[config.mk]
export PLATFORM = sky130hd
export DESIGN_NAME = cmd_arg_decoder_flat
export DESIGN_NICKNAME = d
export VERILOG_FILES = /design/src/rtl/cmd_arg_decoder_pkg.sv /design/src/rtl/cmd_arg_decoder_if.sv /design/src/rtl/cmd_arg_decoder_fifo.sv /design/src/rtl/cmd_arg_decoder.sv /design/src/flat_wrapper.sv
export SDC_FILE = /design/constraint.sdc
export NUM_CORES = 1
export LEC_CHECK = 0
export CORE_MARGIN = 2
export CORE_UTILIZATION = 30
export DETAILED_ROUTE_END_ITERATION = 7
export GPL_ROUTABILITY_DRIVEN = 0
export PLACE_DENSITY = 0.5
export SYNTH_ARGS = -nofsm -noshare
export SYNTH_HDL_FRONTEND = slang
export SYNTH_SLANG_ARGS = --single-unit
[constraint.sdc]
create_clock -name clk -period 10.2 [get_ports clk]
set_input_delay 2.55 -clock clk [delete_from_list [all_inputs] [get_ports clk]]
set_output_delay 2.55 -clock clk [all_outputs]
set_load 0.05 [all_outputs]
[src/rtl/cmd_arg_decoder_pkg.sv]
// cmd_dec_pkg: shared constants, state encoding and helpers for the command
// argument decoder (top cmd_arg_decoder, FIFO cmd_arg_fifo, bus interface).
package cmd_dec_pkg;

    localparam int          WORD_BITS     = 32;
    // Longest legal VLQ value in bytes; one more byte is an error.
    localparam logic [2:0]  VLQ_MAX_BYTES = 3'd5;
    // OR-ed into a first byte whose bits [6:5] are both set.
    localparam logic [31:0] SIGN_EXT      = 32'hFFFF_FFE0;

    typedef enum logic [2:0] {
        S_CMDID,
        S_ARGS,
        S_DISPATCH,
        S_EXEC,
        S_DISCARD
    } state_t;

    // States in which the message stream is being consumed.
    function automatic logic accepts_bytes(state_t s);
        return (s == S_CMDID) || (s == S_ARGS) || (s == S_DISCARD);
    endfunction

endpackage

[src/rtl/cmd_arg_decoder_if.sv]
// cmd_arg_decoder_if: message byte stream plus the shared command/argument
// bus. The master modport is the decoder; the slave modport is its
// environment (message source and the executing unit).
interface cmd_arg_decoder_if
    import cmd_dec_pkg::*;
#(
    parameter int CMD_BITS = 6
) ();

    logic [7:0]           msg_data;
    logic                 msg_valid;
    logic                 msg_last;
    logic                 msg_ready;
    logic [CMD_BITS-1:0]  cmd;
    logic                 cmd_ready;
    logic [WORD_BITS-1:0] arg_data;
    logic                 arg_advance;
    logic                 cmd_done;
    logic                 decode_error;

    modport master (
        input  msg_data, msg_valid, msg_last, arg_advance, cmd_done,
        output msg_ready, cmd, cmd_ready, arg_data, decode_error
    );

    modport slave (
        output msg_data, msg_valid, msg_last, arg_advance, cmd_done,
        input  msg_ready, cmd, cmd_ready, arg_data, decode_error
    );

endinterface

[src/rtl/cmd_arg_decoder_fifo.sv]
// cmd_arg_fifo: ARG_DEPTH x 32-bit argument FIFO with synchronous flush.
// The head output reads 0 whenever the FIFO is empty.
module cmd_arg_fifo
    import cmd_dec_pkg::*;
#(
    parameter int ARG_DEPTH = 8
) (
    input  logic                 clk,
    input  logic                 rst,
    input  logic                 push,
    input  logic                 pop,
    input  logic                 flush,
    input  logic [WORD_BITS-1:0] wdata,
    output logic [WORD_BITS-1:0] head,
    output logic                 empty,
    output logic                 full
);

    localparam int AW = $clog2(ARG_DEPTH);

    logic [WORD_BITS-1:0] mem [ARG_DEPTH];
    logic [AW:0]          wr_ptr;
    logic [AW:0]          rd_ptr;

    assign empty = (wr_ptr == rd_ptr);
    assign full  = (wr_ptr[AW] != rd_ptr[AW]) && (wr_ptr[AW-1:0] == rd_ptr[AW-1:0]);
    assign head  = empty ? '0 : mem[rd_ptr[AW-1:0]];

    // Pointer update; flush has priority over push and pop.
    always_ff @(posedge clk or posedge rst) begin
        // NOTE: sequential state uses non-blocking assignments so every
        // register samples pre-edge values regardless of statement order.
        if (rst) begin
            wr_ptr <= '0;
            rd_ptr <= '0;
        end else if (flush) begin
            wr_ptr <= '0;
            rd_ptr <= '0;
        end else begin
            if (push && !full)
                wr_ptr <= wr_ptr + (AW+1)'(1);
            if (pop && !empty)
                rd_ptr <= rd_ptr + (AW+1)'(1);
        end
    end

    // Storage write.
    always_ff @(posedge clk) begin
        // NOTE: the storage array has no reset; stale words are never
        // visible because head is forced to 0 while empty.
        if (push && !full && !flush)
            mem[wr_ptr[AW-1:0]] <= wdata;
    end

endmodule

[src/rtl/cmd_arg_decoder.sv]
// cmd_arg_decoder: decodes one framed message (VLQ command id followed by
// VLQ arguments) into an argument FIFO and dispatches it on the shared
// command bus. One command in flight; the next message waits for cmd_done.
// Optional macro CMD_DEC_ERRCNT_EN adds a saturating 16-bit err_count port.
module cmd_arg_decoder
    import cmd_dec_pkg::*;
#(
    parameter int CMD_BITS  = 6,
    parameter int ARG_DEPTH = 8
) (
    input  logic                 clk,
    input  logic                 rst,
    cmd_arg_decoder_if.master    bus
`ifdef CMD_DEC_ERRCNT_EN
    ,
    output logic [15:0]          err_count
`endif
);

    state_t               state;
    logic [WORD_BITS-1:0] acc;
    logic [2:0]           byte_cnt;
    logic [CMD_BITS-1:0]  cmd_q;
    logic                 msg_ready_q;
    logic                 cmd_ready_q;
    logic                 decode_error_q;

    logic                 accept;
    logic                 complete;
    logic                 err;
    logic [WORD_BITS-1:0] value;
    logic                 push;
    logic                 pop;
    logic                 flush;
    logic                 fifo_empty;
    logic                 fifo_full;
    logic [WORD_BITS-1:0] fifo_head;

    assign accept = bus.msg_valid && msg_ready_q;

    // VLQ step and error detection for the byte offered this cycle.
    always_comb begin
        // NOTE: combinational logic uses blocking assignments, and every
        // output gets a default first so no latch can be inferred.
        value    = '0;
        complete = !bus.msg_data[7];
        err      = 1'b0;
        if (byte_cnt == 3'd0) begin
            value = {25'd0, bus.msg_data[6:0]};
            if (bus.msg_data[6:5] == 2'b11)
                value = value | SIGN_EXT;
        end else begin
            value = {acc[24:0], bus.msg_data[6:0]};
        end
        if (accept && (state == S_CMDID || state == S_ARGS)) begin
            if (byte_cnt == VLQ_MAX_BYTES)
                err = 1'b1;
            if (bus.msg_last && bus.msg_data[7])
                err = 1'b1;
            if (complete && state == S_CMDID && (value >> CMD_BITS) != '0)
                err = 1'b1;
            if (complete && state == S_ARGS && fifo_full)
                err = 1'b1;
        end
    end

    assign push  = accept && (state == S_ARGS) && complete && !err;
    assign pop   = bus.arg_advance && (state == S_DISPATCH || state == S_EXEC);
    assign flush = err || (state == S_EXEC && bus.cmd_done);

    cmd_arg_fifo #(
        .ARG_DEPTH (ARG_DEPTH)
    ) u_fifo (
        .clk   (clk),
        .rst   (rst),
        .push  (push),
        .pop   (pop),
        .flush (flush),
        .wdata (value),
        .head  (fifo_head),
        .empty (fifo_empty),
        .full  (fifo_full)
    );

    // Message/command state machine with registered handshake outputs.
    always_ff @(posedge clk or posedge rst) begin
        if (rst) begin
            state          <= S_CMDID;
            acc            <= '0;
            byte_cnt       <= '0;
            cmd_q          <= '0;
            msg_ready_q    <= 1'b0;
            cmd_ready_q    <= 1'b0;
            decode_error_q <= 1'b0;
        end else begin
            cmd_ready_q    <= 1'b0;
            decode_error_q <= 1'b0;
            case (state)
                S_CMDID, S_ARGS: begin
                    msg_ready_q <= 1'b1;
                    if (err) begin
                        decode_error_q <= 1'b1;
                        byte_cnt       <= '0;
                        state          <= bus.msg_last ? S_CMDID : S_DISCARD;
                    end else if (accept) begin
                        if (complete) begin
                            byte_cnt <= '0;
                            if (state == S_CMDID)
                                cmd_q <= value[CMD_BITS-1:0];
                            if (bus.msg_last) begin
                                state       <= S_DISPATCH;
                                msg_ready_q <= 1'b0;
                                cmd_ready_q <= 1'b1;
                            end else begin
                                state <= S_ARGS;
                            end
                        end else begin
                            acc      <= value;
                            byte_cnt <= byte_cnt + 3'd1;
                        end
                    end
                end
                S_DISPATCH: begin
                    state <= S_EXEC;
                end
                S_EXEC: begin
                    if (bus.cmd_done) begin
                        state       <= S_CMDID;
                        msg_ready_q <= accepts_bytes(S_CMDID);
                    end
                end
                S_DISCARD: begin
                    msg_ready_q <= 1'b1;
                    if (accept && bus.msg_last)
                        state <= S_CMDID;
                end
                default: begin
                    state       <= S_CMDID;
                    msg_ready_q <= 1'b0;
                end
            endcase
        end
    end

`ifdef CMD_DEC_ERRCNT_EN
    // Saturating count of discarded messages.
    always_ff @(posedge clk or posedge rst) begin
        if (rst)
            err_count <= '0;
        else if (err && err_count != 16'hFFFF)
            err_count <= err_count + 16'd1;
    end
`endif

    assign bus.msg_ready    = msg_ready_q;
    assign bus.cmd          = cmd_q;
    assign bus.cmd_ready    = cmd_ready_q;
    assign bus.arg_data     = fifo_head;
    assign bus.decode_error = decode_error_q;

endmodule
[src/flat_wrapper.sv]
// flat-port wrapper written by rule: the top's interface ports become plain ports
module cmd_arg_decoder_flat import cmd_dec_pkg::*;
#(
    parameter int CMD_BITS  = 6,
    parameter int ARG_DEPTH = 8
)
  (clk, rst, bus_msg_data, bus_msg_valid, bus_msg_last, bus_arg_advance, bus_cmd_done, bus_msg_ready, bus_cmd, bus_cmd_ready, bus_arg_data, bus_decode_error);
  cmd_arg_decoder_if #(.CMD_BITS(CMD_BITS)) bus_i ();
  input  logic clk;
  input  logic rst;
  input wire logic [$bits(bus_i.msg_data)-1:0] bus_msg_data;
  input wire logic [$bits(bus_i.msg_valid)-1:0] bus_msg_valid;
  input wire logic [$bits(bus_i.msg_last)-1:0] bus_msg_last;
  input wire logic [$bits(bus_i.arg_advance)-1:0] bus_arg_advance;
  input wire logic [$bits(bus_i.cmd_done)-1:0] bus_cmd_done;
  output wire logic [$bits(bus_i.msg_ready)-1:0] bus_msg_ready;
  output wire logic [$bits(bus_i.cmd)-1:0] bus_cmd;
  output wire logic [$bits(bus_i.cmd_ready)-1:0] bus_cmd_ready;
  output wire logic [$bits(bus_i.arg_data)-1:0] bus_arg_data;
  output wire logic [$bits(bus_i.decode_error)-1:0] bus_decode_error;
  assign bus_i.msg_data = bus_msg_data;
  assign bus_i.msg_valid = bus_msg_valid;
  assign bus_i.msg_last = bus_msg_last;
  assign bus_i.arg_advance = bus_arg_advance;
  assign bus_i.cmd_done = bus_cmd_done;
  assign bus_msg_ready = bus_i.msg_ready;
  assign bus_cmd = bus_i.cmd;
  assign bus_cmd_ready = bus_i.cmd_ready;
  assign bus_arg_data = bus_i.arg_data;
  assign bus_decode_error = bus_i.decode_error;
  cmd_arg_decoder #(.CMD_BITS(CMD_BITS), .ARG_DEPTH(ARG_DEPTH)) u_core (.clk(clk), .rst(rst), .bus(bus_i));
endmodule
==> results of run 1 <==
## per-layer routing
layer | vias to the layer above | wire length, µm | part of all wire, %
met5 | - | 0 | 0
met3 | 35 | 1090 | 4.1
li1 | 2749 | - | -
met4 | 0 | 570 | 2.1
met2 | 113 | 12200 | 46
met1 | 3174 | 12900 | 48
## state kept, by name (all words and copies together), names as in the netlist
| register | flops |
|---|---|
| u_core.acc | 25 |
| u_core.bus.cmd | 6 |
| u_core.bus.cmd_ready | 1 |
| u_core.bus.decode_error | 1 |
| u_core.bus.msg_ready | 1 |
| u_core.byte_cnt | 3 |
| u_core.state | 3 |
| u_core.u_fifo.mem | 256 |
| u_core.u_fifo.rd_ptr | 4 |
| u_core.u_fifo.wr_ptr | 4 |
## how the worst min path moves through the flow
stage          cells past startpoint               start  slack (ns)                  to
2_1_floorplan                      1  u_core.byte_cnt[2]        0.48  u_core.byte_cnt[2]
3_3_place_gp                       1   u_core.bus.cmd[2]        0.49   u_core.bus.cmd[2]
3_5_place_dp                       1   u_core.bus.cmd[1]        0.49   u_core.bus.cmd[1]
4_1_cts                            1   u_core.bus.cmd[5]        0.52   u_core.bus.cmd[5]
5_1_grt                            1   u_core.bus.cmd[1]        0.54   u_core.bus.cmd[1]
6_report                           1   u_core.bus.cmd[5]        0.51   u_core.bus.cmd[5]
## cell type report
type | instances | share of cell area (%)
clock buffer | 48 | 6.03
clock inverter | 10 | 0.737
inverter | 7 | 0.182
multi-input combinational | 319 | 22.2
sequential | 304 | 61.7
tap | 525 | 4.55
timing repair buffer | 71 | 4.63
## cell families (layout without fill, tap and decap cells)
logic type / Yosys count / count (layout) / synth area share [%]
compound gates: 21 / 21 / 1.23
xor+xnor: 8 / 8 / 0.573
fa+ha+maj: 5 / 5 / 0.512
buf+inv: 47 / 136 / 1.63
flops: 304 / 304 / 72.7
mux: 129 / 129 / 17.4
simple gates: 156 / 156 / 5.90
## cells in the final DEF, fill, tap and decap left out, types with 6 or more instances in the layout
master and instances:
inv_1 6, clkbuf_16 31, nor3_1 7, mux4_2 64, nor4_1 6, nand2_1 63
clkbuf_1 14, clkdlybuf4s50_1 54, edfxtp_1 256, dfrtp_1 45, nand3_1 8, buf_4 17
nor2_4 6, mux2i_1 33, nor2_1 39, mux2_2 32
## metrics by stage
step                      hold slack [ns]  area [µm²]  utilization [%]
after global routing                0.537       14400             36.0
after global placement              0.490       13400             33.6
final                               0.511       14400             36.0
after floorplan                     0.484       12200                -
after CTS                           0.518       14400             36.0
after detailed placement            0.495       13400             33.6
## power by group through the flow
| stage | clock network [mW] | logic (mW) | registers [mW] |
|---|---|---|---|
| 6_report | 1.09 | 1.49 | 1.70 |
| 5_1_grt | 1.17 | 1.62 | 1.73 |
| 4_1_cts | 1.12 | 1.52 | 1.71 |
| 3_5_place_dp | 0 | 1.52 | 1.73 |
| 3_3_place_gp | 0 | 1.51 | 1.73 |
| 2_1_floorplan | 0 | 1.04 | 1.70 |
==> results.yml, run 1 <==
routing:
  vias: 6071
  wl_mm: 26.8
  drtAntennaViolNets: 0
  wl_per_cell_um: 20.8
  drc: 0
  drt_iter0_markers: 460
  drt-pass1-iter-count: 4
  viasPerCell: 4.73
logic_synthesis:
  yosys-top-cells-area: "edfxtp_1, mux4_2, dfrtp_1"
  synth_top_area_share_pct: 62.9
  syn_area_mm2: 0.0122
  syn-num-nets: 689
  synth_cell_types: 47
  synth.most_common_cell: "edfxtp_1"
  yosys_warnings: 0
  syn_area_per_cell_um2: 18.2
  ys.flop_type: "edfxtp_1"
  synth_area_leader_cell: "edfxtp_1"
  seq_area_frac_synth_pct: 72.7
  synth-edff-count: 256
  async_flop_share_pct: 15.8
  synthCells: 670
  synth_commonest_cells: "edfxtp_1, mux4_2, nand2_1"
  ys_seq_elements: 304
power:
  power_density_mw_per_mm2: 297
  p_total_mw: 4.28
  peakVddDrop_mv: 0.134
  p_switching_mw: 1.53
  clock_power_share_pct: 25.5
  combPwrFrac_pct: 34.7
  power.leakage_nw: 4.79
  seq_power_share_pct: 39.8
  switching_share_pct: 35.8
  intPower_mw: 2.75
critical_path:
  cp.depth: 5
  path_buf_inv: 2
  cp-startpoint: "u_core.u_fifo.rd_ptr[0]"
  crit_required_ns: 7.65
  cpPeakStageDelay_ns: 1.00
  path_class: "reg2out"
  reg2reg_slack_ns: 6.32
  slowest_stage: "dfrtp_4"
  crit_arrival_ns: 3.97
  critPathTopFamily: "buffers and inverters"
  critPathLaunchType: "register"
  r2r-start: "u_core.u_fifo.rd_ptr[0]"
  ff2ff_path_depth: 6
  cp-end-kind: "output port"
  crit_path_end: "bus_arg_data[12]"
  rr_endpoint: "u_core.u_fifo.mem[7][9]"
  crit_fanout: 41
  cp_cell_sequence: "xor2_1 > nor4b_4 > buf_4 > nor2_1 > clkdlybuf4s50_1"
cells_and_area:
  final_layout_size_suffix_gt1_share_pct: 22.9
  nFillCells: 3795
  fin_cells: 1284
  syn_to_final_growth_pct: 18.0
  regArea_mm2: 0.00889
  diodes: 0
  multi_input_area_mm2: 0.00320
  fin_nets: 753
clock_tree:
  hold_buffers: 0
  htree_levels: 1
  cts_resized: 0
  cts.sinks: 304
  clk_pin_slew_ns: 0.06
  cts_root_buf: "clkbuf_16"
  numCtsBuffers: 31
  cts_tree: "built"
  clock_latency_ns: 0.56
  cts_max_path_buffers: 3
  post_cts_buffers: 0
die:
  die_width_um: 206
  rows: 73
  initial_core_util_pct: 30.6
  core_mm2: 0.0400
  die-height_um: 206
  dieArea_mm2: 0.0424
  ios: 55
global_route:
  grt_usage_pct: 13.0
  antenna_found_initial: 0
  grt.busiest_layer: "met2"
  grt_pass1_vias: 6383
  grt_use_met3_pct: 1.70
  grt.overflow.total: 0
  grt_pass1_wl_mm: 40.7
  grt_util_met1_pct: 19.4
  grt_max_degree: 68
  met2_usage_pct: 20.3
timing:
  setup_violations: 0
  fin_crit_ns: 6.52
  fmax_mhz: 153
  slew_violations: 0
  finalClockSkew_ns: 0.0128
  tightest_slew_ns: 1.11
  fin_ws_ns: 3.68
  rsz0062_at_grt: "false"
  setup_tns_ns: 0
  hold_viol: 0
  period_share_pct: 63.9
  slew_headroom_pct: 26.1
hold_path:
  hold_path.class: "reg2reg"
place:
  dp_cells: 1226
  post-place-ws_ns: 4.10
  dp_hpwl_mm: 15.2
  port_buffers: 54
job:
  drv_cap: 0
run_status:
  status: "finished clean"
No activity file was read; power rests on OpenSTA's default activity.
==> inputs of run 2 (changes only) <==
clock period = 6.09 ns   (was 10.2 ns; I/O delays follow)
==> run 2 against run 1 <==
Final cell count increased by 0.55%. Highest routed layer unchanged. Critical endpoint is now bus_arg_data[17]. Flip-flop and latch count unchanged. Sequential power increased by 66%.
==> results.yml, run 2 (synthesis results as in run 1) <==
die:
  core_mm2: 0.0400
  initial_core_util_pct: 30.6
  rows: 73
  die_width_um: 206
  die-height_um: 206
  dieArea_mm2: 0.0424
  ios: 55
clock_tree:
  post_cts_buffers: 0
  cts.sinks: 304
  numCtsBuffers: 31
  clk_pin_slew_ns: 0.06
  cts_root_buf: "clkbuf_16"
  cts_tree: "built"
  clock_latency_ns: 0.57
  hold_buffers: 0
  htree_levels: 1
  cts_resized: 0
  cts_max_path_buffers: 3
cells_and_area:
  layout_common_cells: "edfxtp_1, mux4_2, nand2_1, clkdlybuf4s50_1, dfrtp_1"
  largest_register_ffs: 256
  diodes: 0
  fin_nets: 761
  final_common_cell: "edfxtp_1"
  syn_to_final_growth_pct: 18.1
  fin_cells: 1291
  postLayoutCellArea_mm2: 0.0144
  nFillCells: 3799
  final_layout_size_suffix_gt1_share_pct: 23.4
hold_path:
  hold_path.class: "reg2reg"
timing:
  rsz0062_at_grt: "false"
  slew_violations: 0
  fmax_mhz: 205
  setup_violations: 0
  fin_crit_ns: 4.87
  finalClockSkew_ns: 0.00993
  setup_tns_ns: 0
  slew_headroom_pct: 28.7
  fin_ws_ns: 1.22
  period_share_pct: 80.0
  hold_viol: 0
  tightest_slew_ns: 1.07
place:
  port_buffers: 54
  dp_hpwl_mm: 15.9
  place_area_mm2: 0.0135
  post-place-ws_ns: 1.57
  dp_cells: 1234
critical_path:
  cpPeakStageDelay_ns: 0.87
  crit_path_end: "bus_arg_data[17]"
  rr_endpoint: "u_core.u_fifo.mem[7][20]"
  crit_arrival_ns: 3.35
  crit_required_ns: 4.57
  cp-end-kind: "output port"
  crit_fanout: 26
  slowest_stage: "dfrtp_2"
  cp-startpoint: "u_core.u_fifo.rd_ptr[1]"
  cp_cell_sequence: "buf_4 > mux4_2 > mux2i_1 > nor2_1 > clkdlybuf4s50_1"
  ff2ff_path_depth: 7
  path_class: "reg2out"
  reg2reg_slack_ns: 2.36
  r2r-start: "u_core.u_fifo.rd_ptr[0]"
  critPathLaunchType: "register"
routing:
  drtAntennaViolNets: 0
  drc: 0
  top_layer: "met4"
  drt-met1-wl_mm: 12.5
  viasPerCell: 4.72
  wl_per_cell_um: 20.4
  route.met3.wl_mm: 1.04
  vias: 6091
  met2_length_mm: 12.4
  drt-pass1-iter-count: 5
  drt_iter0_markers: 373
  wl_mm: 26.4
power:
  p_total_mw: 7.06
  power.leakage_nw: 4.80
  peakVddDrop_mv: 0.258
  power_density_mw_per_mm2: 489
global_route:
  grt.overflow.total: 0
  antenna_found_initial: 0
  grt_pass1_wl_mm: 40.5
  grt_pass1_vias: 6367
  grt_max_degree: 49
  grt_usage_pct: 12.7
job:
  drv_cap: 0
run_status:
  status: "finished clean"
-- run 2: routing by layer --
layer | GRT usage [%] | vias up
met2 | 20.4 | 123
met3 | 1.81 | 34
li1 | - | 2766
met4 | 2.81 | 0
met5 | 0 | -
met1 | 18.4 | 3168
-- run 2: where the power goes --
group / leakage (nW) / switching, mW / internal, mW
Combinational: 1.42 / 1.61 / 0.920
Sequential: 2.94 / 0.178 / 2.65
Clock: 0.440 / 0.774 / 0.932
Total: 4.80 / 2.56 / 4.50
-- run 2: area by class of cell --
| type | count | area [µm²] | share of cell area [%] |
|---|---|---|---|
| well taps | 525 | 657 | 4.55 |
| multi-input cells | 319 | 3200 | 22.2 |
| repair buffers | 79 | 753 | 5.22 |
| clock buffers | 36 | 795 | 5.50 |
| flip-flops and latches | 304 | 8890 | 61.6 |
| clock inverters | 21 | 114 | 0.789 |
| inverters | 7 | 26.3 | 0.182 |
-- run 2: stage by stage --
step	hold WS (ns)	util, %
6_report	0.510	36.1
3_5_place_dp	0.498	33.8
2_1_floorplan	0.484	-
5_1_grt	0.534	36.1
3_3_place_gp	0.494	33.8
4_1_cts	0.517	36.1
-- run 2: worst min-delay path by stage --
stage	from	end	slack, ns	cells after the start
floorplan	u_core.byte_cnt[2]	u_core.byte_cnt[2]	0.48	1
global placement	u_core.bus.cmd[5]	u_core.bus.cmd[5]	0.49	1
detailed placement	u_core.bus.cmd[3]	u_core.bus.cmd[3]	0.50	1
CTS	u_core.bus.cmd[3]	u_core.bus.cmd[3]	0.52	1
global route	u_core.bus.cmd[1]	u_core.bus.cmd[1]	0.53	1
finish	u_core.bus.cmd[3]	u_core.bus.cmd[3]	0.51	1
-- run 2: worst max-delay path: cells and delay by family (launching register included) --
kind	cells	cell delay, ns
buffers and inverters	2	1.19
DFF	1	0.87
and+or+nand+nor	1	0.07
muxes	2	0.65
==> inputs of run 3 (changes only) <==
clock period = 4.7 ns   (was 6.09 ns; I/O delays follow)
==> run 3 against run 2 <==
Largest power group unchanged. Highest routed layer unchanged. Largest cell class unchanged. Critical endpoint is now bus_arg_data[23]. Sequential power increased by 30%. Global-route usage increased by 0.80 points. Non-clock buffer count increased by 3.
==> results.yml, run 3 (synthesis results as in run 1) <==
critical_path:
  path_class: "reg2out"
  cp-end-kind: "output port"
  crit_arrival_ns: 3.09
  slowest_stage: "dfrtp_4"
  crit_required_ns: 3.52
  crit_fanout: 31
  critPathTopFamily: "buffers and inverters"
  cpPeakStageDelay_ns: 0.70
  cp_cell_sequence: "buf_12 > mux4_2 > mux2i_1 > nor2_1 > clkdlybuf4s50_1"
  critPathLaunchType: "register"
  path_buf_inv: 2
power:
  peakVddDrop_mv: 0.376
  power_density_mw_per_mm2: 648
  power.leakage_nw: 4.90
routing:
  drt_iter0_markers: 377
  viasPerCell: 4.77
  wl_per_cell_um: 21.2
  drtAntennaViolNets: 0
  drc: 0
  drt-pass1-iter-count: 4
  vias: 6193
  wl_mm: 27.6
timing:
  period_share_pct: 90.7
  fmax_mhz: 235
  slew_headroom_pct: 26.0
  setup_tns_ns: 0
  hold_viol: 0
  slew_violations: 0
  setup_violations: 0
  rsz0062_at_grt: "false"
  fin_crit_ns: 4.26
  hold_slack_ns: 0.511
  finalClockSkew_ns: 0.0227
  tightest_slew_ns: 1.11
clock_tree:
  clock_latency_ns: 0.51
  htree_levels: 2
  post_cts_buffers: 0
  cts_root_buf: "clkbuf_16"
  cts_tree: "built"
  clk_pin_slew_ns: 0.06
  cts_resized: 0
  numCtsBuffers: 34
  cts_max_path_buffers: 3
  hold_buffers: 0
  cts.sinks: 304
global_route:
  grt_pass1_vias: 6621
  grt_usage_pct: 13.5
  grt_pass1_wl_mm: 42.3
  grt.overflow.total: 0
  grt_max_degree: 36
  antenna_found_initial: 0
die:
  ios: 55
  dieArea_mm2: 0.0424
  die_width_um: 206
  core_mm2: 0.0400
  rows: 73
  initial_core_util_pct: 30.6
  die-height_um: 206
run_status:
  status: "finished clean"
cells_and_area:
  fin_util_pct: 36.6
  fin_cells: 1297
  fin_nets: 767
  largest_register_ffs: 256
  syn_to_final_growth_pct: 19.8
  layout_common_cells: "edfxtp_1, mux4_2, nand2_1, clkdlybuf4s50_1, dfrtp_1"
  postLayoutCellArea_mm2: 0.0146
  final_common_cell: "edfxtp_1"
  diodes: 0
  final_layout_size_suffix_gt1_share_pct: 24.4
job:
  drv_cap: 0
place:
  place_area_mm2: 0.0136
  port_buffers: 54
  dp_hpwl_mm: 16.1
  dp_cells: 1237
hold_path:
  hold_path.class: "reg2reg"
run 3: report_power, final:
part	leakage (nW)	switching (mW)	total (mW)	internal (mW)
Sequential	2.94	0.237	3.67	3.44
Combinational	1.44	2.11	3.31	1.20
Clock	0.513	1.03	2.51	1.49
run 3: layer usage:
| metal | up-vias | part of all wire [%] | global-route usage (%) |
|---|---|---|---|
| li1 | 2772 | - | - |
| met1 | 3240 | 47 | 19.3 |
| met2 | 138 | 47 | 21.6 |
| met3 | 43 | 3.7 | 1.86 |
| met4 | 0 | 2.1 | 3.78 |
| met5 | - | 0 | 0 |
run 3: per-stage QoR:
step	total power, mW	setup WS [ns]
floorplan	5.95	0.0223
global placement	7.08	0.696
detailed placement	7.11	0.645
CTS	9.65	0.267
global route	9.98	0.222
finish	9.49	0.439
run 3: final cells by class:
class,instances,area [µm²]
clock inverters,11,85.1
multi-input cells,319,3200
inverters,7,26.3
clock buffers,49,968
well taps,525,657
repair buffers,82,813
fillers,3771,25400
flip-flops and latches,304,8890
run 3: worst paths after layout:
| check | cells past startpoint | startpoint | to | slack, ns |
|---|---|---|---|---|
| max | 5 | u_core.u_fifo.rd_ptr[0] | bus_arg_data[23] | 0.44 |
| min | 1 | u_core.bus.cmd[5] | u_core.bus.cmd[5] | 0.51 |
| max reg2reg | 6 | u_core.u_fifo.rd_ptr[1] | u_core.u_fifo.mem[4][0] | 1.53 |
| min reg2reg | 1 | u_core.bus.cmd[5] | u_core.bus.cmd[5] | 0.51 |
| max in group asynchronous | 3 | rst | u_core.u_fifo.rd_ptr[1] | 2.81 |
| min in group asynchronous | 2 | rst | u_core.bus.cmd[5] | 1.14 |
